<file path="src/rtl/multicycle_adder.sv">
// multicycle_adder: WIDTH-bit add/subtract computed CHUNK bits per cycle with a registered carry,
// valid/ready on both sides, reporting carry-out and signed overflow.
module multicycle_adder #(
    parameter int WIDTH = 32,
    parameter int CHUNK = 8
) (
    input  logic             clk,
    input  logic             rst_n,
    input  logic             in_valid,
    output logic             in_ready,
    input  logic [WIDTH-1:0] a,
    input  logic [WIDTH-1:0] b,
    input  logic             sub,
    input  logic             cin,
    output logic             out_valid,
    input  logic             out_ready,
    output logic [WIDTH-1:0] s,
    output logic             c,
    output logic             v
);
    localparam int N = WIDTH / CHUNK;
    localparam int CW = (N > 1) ? $clog2(N) : 1;
    localparam logic [CW-1:0] LAST = CW'(N - 1);

    if (WIDTH < 1 || CHUNK < 1 || WIDTH % CHUNK != 0) begin : g_bad_cfg
        $error("multicycle_adder: WIDTH must be a positive multiple of CHUNK");
    end

    typedef enum logic [1:0] {IDLE, RUN, DONE} state_t;

    state_t            state, state_d;
    logic [WIDTH-1:0]  a_r, b_r;
    logic              carry;
    logic [CW-1:0]     cnt;
    logic [CHUNK-1:0]  a_sl, b_sl;
    logic [CHUNK:0]    sum;
    logic              v_next;
    int                idx;

    assign in_ready  = (state == IDLE);
    assign out_valid = (state == DONE);

    always_comb begin
        idx    = int'(cnt) * CHUNK;
        a_sl   = a_r[idx +: CHUNK];
        b_sl   = b_r[idx +: CHUNK];
        sum    = {1'b0, a_sl} + {1'b0, b_sl} + (CHUNK + 1)'(carry);
        // carry into the slice MSB recovered as a^b^sum at that bit
        v_next = a_sl[CHUNK-1] ^ b_sl[CHUNK-1] ^ sum[CHUNK-1] ^ sum[CHUNK];
    end

    always_comb begin
        state_d = state;
        unique case (state)
            IDLE:    state_d = in_valid ? RUN : IDLE;
            RUN:     state_d = (cnt == LAST) ? DONE : RUN;
            DONE:    state_d = out_ready ? IDLE : DONE;
            default: state_d = IDLE;
        endcase
    end

    always_ff @(posedge clk or negedge rst_n) begin
        if (!rst_n) begin
            state <= IDLE;
            a_r   <= '0;
            b_r   <= '0;
            carry <= 1'b0;
            cnt   <= '0;
            s     <= '0;
            c     <= 1'b0;
            v     <= 1'b0;
        end else begin
            state <= state_d;
            if (state == IDLE && in_valid) begin
                a_r   <= a;
                b_r   <= b ^ {WIDTH{sub}};
                carry <= cin ^ sub;
                cnt   <= '0;
            end
            if (state == RUN) begin
                s[idx +: CHUNK] <= sum[CHUNK-1:0];
                carry           <= sum[CHUNK];
                cnt             <= cnt + CW'(1);
                if (cnt == LAST) begin
                    c <= sum[CHUNK];
                    v <= v_next;
                end
            end
        end
    end
endmodule

</file>
<file path="config.mk">
export PLATFORM = sky130hd
export DESIGN_NAME = multicycle_adder
export DESIGN_NICKNAME = d
export VERILOG_FILES = /design/src/rtl/multicycle_adder.sv
export SDC_FILE = /design/constraint.sdc
export NUM_CORES = 1
export LEC_CHECK = 0
export CAP_MARGIN = 20
export CORE_MARGIN = 5
export CORE_UTILIZATION = 51
export CTS_CLUSTER_SIZE = 10
export DETAILED_ROUTE_END_ITERATION = 6
export GPL_ROUTABILITY_DRIVEN = 0
export PLACE_DENSITY = 0.79
export SKIP_LAST_GASP = 1
export SYNTH_ARGS = -nofsm -noshare
export SYNTH_HDL_FRONTEND = slang
export SYNTH_SLANG_ARGS = --single-unit
</file>
<file path="constraint.sdc">
create_clock -name clk -period 3.3 [get_ports clk]
set_input_delay 0.66 -clock clk [delete_from_list [all_inputs] [get_ports clk]]
set_output_delay 0.66 -clock clk [all_outputs]
set_load 0.02 [all_outputs]
</file>
Yosys cells after proc, flatten, opt, wreduce, memory -nomap -nowiden

Cells that the tools add are included.

Add/sub/neg operators: 4
Eq/ne operators: 3
Reductions and logical operators: 4
Bitwise operators: 5
Shift operators: 4
Muxes and demuxes: 9

Operators with widths:

| cell                                                   | number |
|---|---|
| indexed part select 32 x 6 -> 8 bit                    | 2 |
| negator 5 -> 33 bit                                    | 1 |
| variable shift 8 x 33 -> 32 bit (first input constant) | 1 |
| indexed part select 8 x 33 -> 32 bit                   | 1 |
| bitwise mux 32 bit                                     | 1 |
| XOR 32 bit                                             | 1 |
| adder 8 x 8 -> 9 bit                                   | 1 |
| adder 9 x 1 -> 9 bit                                   | 1 |
| 2-to-1 mux 2 bit                                       | 4 |
| case mux 2 bit (3 select lines)                        | 1 |
| equality test 2 bit (second input constant)            | 2 |
| XOR 1 bit                                              | 4 |
| 2-to-1 mux 1 bit                                       | 3 |
| adder 2 x 1 -> 2 bit (second input constant)           | 1 |
| equality test 2 x 1 -> 1 bit (second input constant)   | 1 |
| logical NOT 2 bit                                      | 1 |
| AND reduction 2 bit                                    | 1 |
| nonzero test 2 bit                                     | 1 |
| logical AND 1 bit                                      | 1 |

Register bits: 103
Logic and storage cells: 37
Input bits: 70

Logic depth before layout (Yosys ltp)

Word-level depth: 5
Gate-level depth with buffers: 10
Depth with buffers taken out: 9

Least setup slack after synthesis

Ideal clock, no wire load.

Path type: flip-flop to flip-flop
From: reg cnt[0]
To: reg s[14]
Stages on the path, launching flop included: 11
Arrival time: 2724 ps
Path buffers: 1
Path slack: 455 ps
Period minus slack after synthesis: 2845 ps
Data required time: 3179 ps
Cells stage by stage: dfrtp_1 buf_2 mux4_2 fa_1 inv_1 fa_1 nand2b_1 a21oi_1 a211oi_1 xnor2_1 a22o_1

Word-level cells in the longest chain between the ends: 5

Ends and longest elaborated chain:

| what                                                          | RTL line | RTL |
|---|---|---|
| from (decl)                                                   | 34       | `logic [CW-1:0] cnt;` |
| from (signal assigned)                                        | 83       | `cnt <= cnt + CW'(1);` |
| indexed part select 32 x 6 -> 8 bit, on equally long branches | 45, 46   |  |
| adder 8 x 8 -> 9 bit                                          | 47       | `sum = {1'b0, a_sl} + {1'b0, b_sl} + (CHUNK + 1)'(carry);` |
| adder 9 x 1 -> 9 bit                                          | 47       |  |
| indexed part select 8 x 33 -> 32 bit                          | 81       | `s[idx +: CHUNK] <= sum[CHUNK-1:0];` |
| bitwise mux 32 bit *                                          | 81       |  |
| to (signal, indexed assignment)                               | 81       |  |
| to (decl)                                                     | 17       | `output logic [WIDTH-1:0] s,` |

Mark *: on every way between the ends. The rest lies on a longest branch, timed or not.
A chain may end at the register's enable or synchronous reset.

Worst setup path after layout

From: reg cnt[0]
To: reg s[15]

The elaborated chain is that of the path after synthesis.

==> impl_metrics.tcl <==
set metrics [dict create \
    synth_nets 547 \
    pre_cts_ws_ns 0.529 \
    place_area_um2 6060 \
    fin_crit_sh 0.841 \
    cts_tree "done" \
    core_um2 9280 \
    avgSynthCellArea_um2 10.6 \
    row_count 35 \
    synthArstFlopShare 1.00 \
    cts_root_buf "clkbuf_8" \
    slew_violations 0 \
    cts_buffers 9 \
    die_x_um 108 \
    port_buffers 105 \
    viasPerCell 5.26 \
    synth-seq-cells 103 \
    cpPeakStageDelay_ns 0.54 \
    hold_viol_final 0 \
    die-area_um2 11600 \
    netlist_top_cells_count "148 x nand2_1, 103 x dfrtp_1, 46 x o21ai_0, 37 x xnor2_1, 24 x a22o_1" \
    syn_to_final_growth_pct 28.0 \
    tightest_slew_ns 0.870 \
    die_y_um 108 \
    ys_warn_count 0 \
    final_cells 697 \
    synth.top_cells.by_area "dfrtp_1 53%, nand2_1 11%, mux4_2 7.4%" \
    finalSetupViolCount 0 \
    dp_hpwl_mm 8.63 \
    io_pins 106 \
    max-vdd-ir-drop_v 0.000556 \
    outcome "completed" \
    fmax_mhz 360 \
    worstPathRequired_ns 3.57 \
    reg2reg_depth 8 \
    synth_ff_type "dfrtp_1" \
    worstSetupEndpointType "flop" \
    synth_top_area_cell "dfrtp_1" \
    grt.total_usage 0.204 \
    place_inst 681 \
    crit_fanout 12 \
    routedWlPerCell_um 15.9 \
    initial_core_util 0.526 \
    maxSlewHeadroom 0.420 \
    holdBufCountCts 0 \
    post_cts_resized 0 \
    fin_skew_ns 0.00668 \
    grt_pass1_wl_mm 18.6 \
    path_clk_slew_ns 0.10 \
    final_cell_area_um2 6250 \
    grt_antenna_before_repair 0 \
    start_kind "flop" \
    path_cells "buf_4 -> mux4_2 -> ha_1 -> o211ai_1 -> nor3_1 -> a2111oi_4 -> xnor2_2 -> a22o_1" \
    netlist_area_um2 4880 \
    first_pass_iters 4 \
    drive_gt1_frac 0.0863 \
    finalNetCount 648 \
    crit_path_top_delay_cell "mux4_2" \
    grt_overflow 0 \
    ctsHtreeMaxLevel 3 \
    powerDensity_nw_per_um2 1020 \
    fin_setup_tns_ns 0 \
    path_buf_inv 1 \
    diodes 0 \
    grt_pass1_vias 3888 \
    drt_iter0_markers 137 \
    yosysMostFrequentCell "nand2_1" \
    ant_nets 0 \
    synth_cells 462 \
    vias 3665 \
    drc 0 \
    synth_edf_count 0 \
    p_leak_nw 2.81 \
    ys_types 36 \
    clockBufferDepth 2 \
    grt_max_degree 73 \
    min_path_type "in2async" \
    fin_ws_ns 0.525 \
    cp.arrival_ns 3.04 \
    synth_top_area_share 0.528 \
    path_class "reg2reg" \
    post_cts_buffers 0 \
    crit_cells 8 \
    cap_violations 0 \
    routed_wl_mm 11.1 \
    post-route-min-period_ns 2.78 \
    rsz0062_at_grt "false" \
    clk_latency_ns 0.37 \
    cp_top_family "compound AO/OA/AOI/OAI gates" \
    numClockSinks 103 \
    synth_seq_area_share 0.528 \
]
==> power breakdown <==
part	leakage (nW)	switching, mW	internal [mW]
clock	0.0998	0.429	0.352
sequential	1.32	0.335	1.78
combinational	1.39	1.95	1.49
total	2.81	2.72	3.63
==> cells by family after synthesis <==
family,Yosys count,share of synthesized area
AOI/OAI and AO/OA,85,0.117
xor gates and xnor gates,40,0.0733
adders and majority gates,15,0.0415
buffers and inverters,30,0.0254
DFF,103,0.528
muxes,16,0.0738
and+or+nand+nor,173,0.141
==> registers in the layout, summed over array words and instances (netlist names) <==
name   flops
c          1
cnt        2
state      2
s         32
a_r       32
b_r       32
v          1
carry      1
==> cell usage in the layout (no fill, tap or decap), drive strengths merged, types with 2 or more instances in the layout <==
cell type        n
nand2          149
dfrtp          103
clkdlybuf4s50  103
o21ai           46
xnor2           38
a22o            24
mux4            16
ha              13
buf             11
nor2             9
clkbuf           9
inv              8
nand2b           5
a21oi            4
nand4            3
clkinv           3
nand3            2
o211ai           2
xor2             2
fa               2
nor3             2
a211oi           2
==> per-layer routing <==
metal / GRT usage / share of wire / vias up
li1: - / - / 1759
met1: 0.255 / 0.42 / 1767
met2: 0.347 / 0.50 / 113
met3: 0.0462 / 0.049 / 26
met4: 0.0712 / 0.026 / 0
met5: 0 / 0 / -
==> cell type report <==
class / count / area [µm²]
clock buffer: 9 / 124
clock inverter: 7 / 70.1
fill: 729 / 3030
inverter: 6 / 22.5
multi-input combinational: 329 / 2180
sequential: 103 / 2580
tap: 129 / 161
timing repair buffer: 114 / 1110
==> worst register-to-register path, delay by kind of cell (launching register included) <==
kind	cells	cell delay [ns]
fa+ha+maj	1	0.38
compound gates	3	0.79
simple gates	1	0.13
buf+inv	1	0.26
flops	1	0.44
xor+xnor	1	0.14
mux	1	0.54
==> stage by stage <==
step / power, mW / hold slack, ns / util
finish: 6.35 / 0.388 / 0.673
detailed placement: 5.58 / 0.461 / 0.652
floorplan: 4.47 / 0.364 / -
global placement: 5.43 / 0.458 / 0.652
global route: 6.81 / 0.471 / 0.673
CTS: 6.37 / 0.422 / 0.673
==> final timing paths <==
kind                       slack (ns)                 from             endpoint
max                              0.52   cnt[0]$_DFFE_PN0P_    s[15]$_DFFE_PN0P_
min                              0.39                rst_n    s[17]$_DFFE_PN0P_
max reg2reg                      0.52   cnt[0]$_DFFE_PN0P_    s[15]$_DFFE_PN0P_
min reg2reg                      0.48  a_r[24]$_DFFE_PN0P_  a_r[24]$_DFFE_PN0P_
max in group asynchronous        2.16                rst_n     s[6]$_DFFE_PN0P_
min in group clk                 0.48  a_r[24]$_DFFE_PN0P_  a_r[24]$_DFFE_PN0P_
No activity file was read; power rests on OpenSTA's default activity.
==> edit 1, RTL diff (same settings) <==
`CHUNK`: 8 -> 4.
--- a/src/rtl/multicycle_adder.sv
+++ b/src/rtl/multicycle_adder.sv
@@ -4,3 +4,3 @@
     parameter int WIDTH = 32,
-    parameter int CHUNK = 8
+    parameter int CHUNK = 4
 ) (
Check against the original RTL: not equivalent (Yosys sat finds a counterexample within 4 cycles, from zero or initial values and one cycle with rst_n low).
==> edit 1 against the original RTL <==
Global-route usage is 0.33 points higher. Combinational power hardly changed. Critical path depth stayed put. Power is 0.90% higher. Worst hold slack worse by 0.086 ns. Cell area is 3.4% higher. Synthesized cell count is 3.5% higher. Worst setup slack worse by 0.13 ns. Via count is 1.1% lower. Routed wire length is 2.9% higher. Sequential cell count is 1 higher. Sequential power is 4% higher. Synthesized area is 4.6% higher. Largest power group unchanged. Highest routed layer unchanged.
==> edit 1: results (changes against the original RTL) <==
routing:
  vias_per_cell: 5.077  # was 5.258
  drt_iter0_markers: 187  # was 137
  wl_per_cell_um: 15.99  # was 15.92 um
logic_synthesis:
  netlist_instances: 478  # was 462
  synth_xor_area_share_pct: 6.175  # was 7.328%
  synth.area.mux_share_pct: 12.45  # was 7.379%
  synth_fp_nets: 560  # was 547
  yosysSeqAreaShare_pct: 50.97  # was 52.78%
  synthAdderAreaFrac_pct: 3.235  # was 4.151%
  netlist_top_cells_count: "166 x nand2_1, 104 x dfrtp_1, 39 x o21ai_0"  # was 148 x nand2_1, 103 x dfrtp_1, 46 x o21ai_0
  synth-compound-area-share_pct: 6.003  # was 11.71%
final_layout:
  diodes: 0  # unchanged
  layout-drive-gt1-share_pct: 13.43  # was 8.627%
  nFillCells: 791  # was 729
  nets: 660  # was 648
placement:
  dp.cells: 700  # was 681
  post-place-ws_ns: 0.1849  # was 0.5285 ns
  dpl_cell_area_um2: 6279  # was 6057 um2
timing:
  clock_skew_ns: 0.009775  # was 0.006678 ns
power:
  power.leakage_nw: 2.964  # was 2.809 nW
  vdd_drop_max_uv: 419.9  # was 555.7 uV
grt:
  grt_max_degree: 70  # was 73
  grt_usage_pct: 20.69  # was 20.36%
  grt_pass1_wl_um: 19090  # was 18600 um
  grt_pass1_vias: 3889  # was 3888
status:
  status: "complete, no violations"  # unchanged
setup_path:
  slowest_delay_ns: 0.55
  cp_max_fo: 19  # was 12
[edit 1: cell types whose count changed after synthesis, moves of 3 or more]
cell | before | now
nand4_1 | 3 | 0
nand2_1 | 148 | 166
nor4b_4 | 0 | 3
o21ai_0 | 46 | 39
nor2_1 | 9 | 4
a21oi_1 | 4 | 1
mux2_2 | 0 | 20
and2_1 | 1 | 5
o31ai_1 | 1 | 5
nand2b_1 | 5 | 1
clkbuf_1 | 16 | 13
ha_1 | 13 | 10
buf_2 | 6 | 9
a22o_1 | 24 | 0
[edit 1: report_power, final]
group | leakage, nW | total (mW) | internal [mW] | switching (mW)
clock network | 0.0880 | 0.746 | 0.340 | 0.406
registers | 1.33 | 2.20 | 1.83 | 0.377
logic | 1.55 | 3.46 | 1.58 | 1.87
[edit 1: area by class of cell]
cell class | instances | area (um2) | area share (%)
flip-flops and latches | 104 | 2603 | 40.28
multi-input cells | 339 | 2352 | 36.41
inverters | 9 | 33.78 | 0.5229
repair buffers | 115 | 1131 | 17.51
well taps | 133 | 166.4 | 2.576
clock buffers | 10 | 127.6 | 1.975
clock inverters | 4 | 47.55 | 0.7359
[edit 1: what timing repair did]
action                     CTS  global route
setup endpoints to repair    0             2
hold endpoints to repair     0             0
hold buffers                 0             0
gates resized for setup      0             1
[edit 1: path summary, 6_finish.rpt]
check | from | end | slack (ns)
setup reg to reg | cnt[0] | s[30] | 0.39
hold / removal | rst_n | s[8] | 0.30
hold reg to reg | a_r[7] | a_r[7] | 0.48
setup / recovery | cnt[0] | s[30] | 0.39
min in group clk | a_r[7] | a_r[7] | 0.48
max in group asynchronous | rst_n | b_r[0] | 2.16
[edit 1: routing by layer]
metal	vias up	wire length, um	GRT usage (%)
met2	101	5914	35.49
met5	-	0	0
met4	0	252	6.768
li1	1781	-	-
met1	1724	4689	26.80
met3	19	558	3.494
==> edit 2, RTL diff (same flow settings) <==
Without the edit above. Encoding of `state_t`: now one-hot (3 bits for 3 states).
--- a/src/rtl/multicycle_adder.sv
+++ b/src/rtl/multicycle_adder.sv
@@ -28,3 +28,3 @@
 
-    typedef enum logic [1:0] {IDLE, RUN, DONE} state_t;
+    typedef enum logic [2:0] {IDLE = 3'b001, RUN = 3'b010, DONE = 3'b100} state_t;
 
Check against the original RTL: no difference found for any inputs over 10 cycles, from zero or initial values and one cycle with rst_n low; not proved beyond that.
==> edit 2 against the original RTL <==
Critical path type unchanged. Cell area up 1.0%. Sequential cell count is 1 higher. Final cell count shrank 9.5%. Critical endpoint is now s[6]. Clock power fell by 2%. Synthesized area rose by 0.72%. Count of clock-buffer cells in the layout grew 3. Non-clock buffer count shrank 3. Largest cell class unchanged. Routed wire length down 2.0%. Critical path depth unchanged. Sequential power decreased by 3%. Power shrank 2.2%. Global-route usage fell by 0.44 points. Worst setup slack got worse by 0.30 ns.
==> edit 2: results (changes against the original RTL) <==
grt:
  grt_use_met3_pct: 5.194  # was 4.619%
  grt_usage_pct: 19.92  # was 20.36%
  grt_max_degree: 101  # was 73
  use_met1_pct: 25.65  # was 25.49%
logic_synthesis:
  synth.distinct_cells: 42  # was 36
  netlist_top_cells_count: "103 x dfrtp_1, 39 x a21oi_1, 38 x xnor2_1"  # was 148 x nand2_1, 103 x dfrtp_1, 46 x o21ai_0
  netlist_instances: 394  # was 462
  synth_fp_nets: 479  # was 547
  yosysSeqAreaShare_pct: 52.94  # was 52.78%
placement:
  dp.cells: 615  # was 681
  post-place-ws_ns: 0.01667  # was 0.5285 ns
  hpwlAfterDp_um: 8373  # was 8632 um
final_layout:
  nets: 582  # was 648
  inverters_excl_clock: 5  # was 6
  clk_share_pct: 3.031  # was 3.102%
  areaGrowthSynthToFinish_pct: 28.42  # was 28.00%
routing:
  drt_iter0_markers: 208  # was 137
  routed_wirelength_um: 10870  # was 11090 um
  drt-met1-wl_um: 4376  # was 4690 um
  vias_per_cell: 5.437  # was 5.258
power:
  p_comb_share_pct: 54.5  # was 54.3%
  power.leakage_nw: 2.564  # was 2.809 nW
timing:
  max_slew_margin_pct: 42.49  # was 42.03%
setup_path:
  cp_max_fo: 5  # was 12
status:
  status: "complete, no violations"  # unchanged
edit 2: cell types whose count changed after synthesis, sizes merged, moves of 5 or more:
cell	change
buf	+5
o21ai	-32
clkbuf	-10
mux2	+32
nand2	-127
nor2	+29
a21oi	+35
edit 2: kinds of logic after synthesis:
kind of cell	share of synthesized area, %
adders and majority gates	4.121
muxes	14.86
buffers and inverters	2.188
AOI/OAI and AO/OA	11.47
and+or+nand+nor	7.301
xor gates and xnor gates	7.123
DFF	52.94
edit 2: what timing repair did:
| action | 4_1_cts | 5_1_grt |
|---|---|---|
| setup endpoints to repair | 1 | 5 |
| gates resized for setup | 1 | 2 |
| pin swaps | 0 | 0 |
edit 2: path summary, 6_finish.rpt:
path                          end  slack, ns
hold reg to reg              s[2]       0.50
hold / removal              s[27]       0.28
setup / recovery             s[6]       0.22
max in group asynchronous  cnt[0]       2.29
min in group clk             s[2]       0.50
setup reg to reg             s[6]       0.22
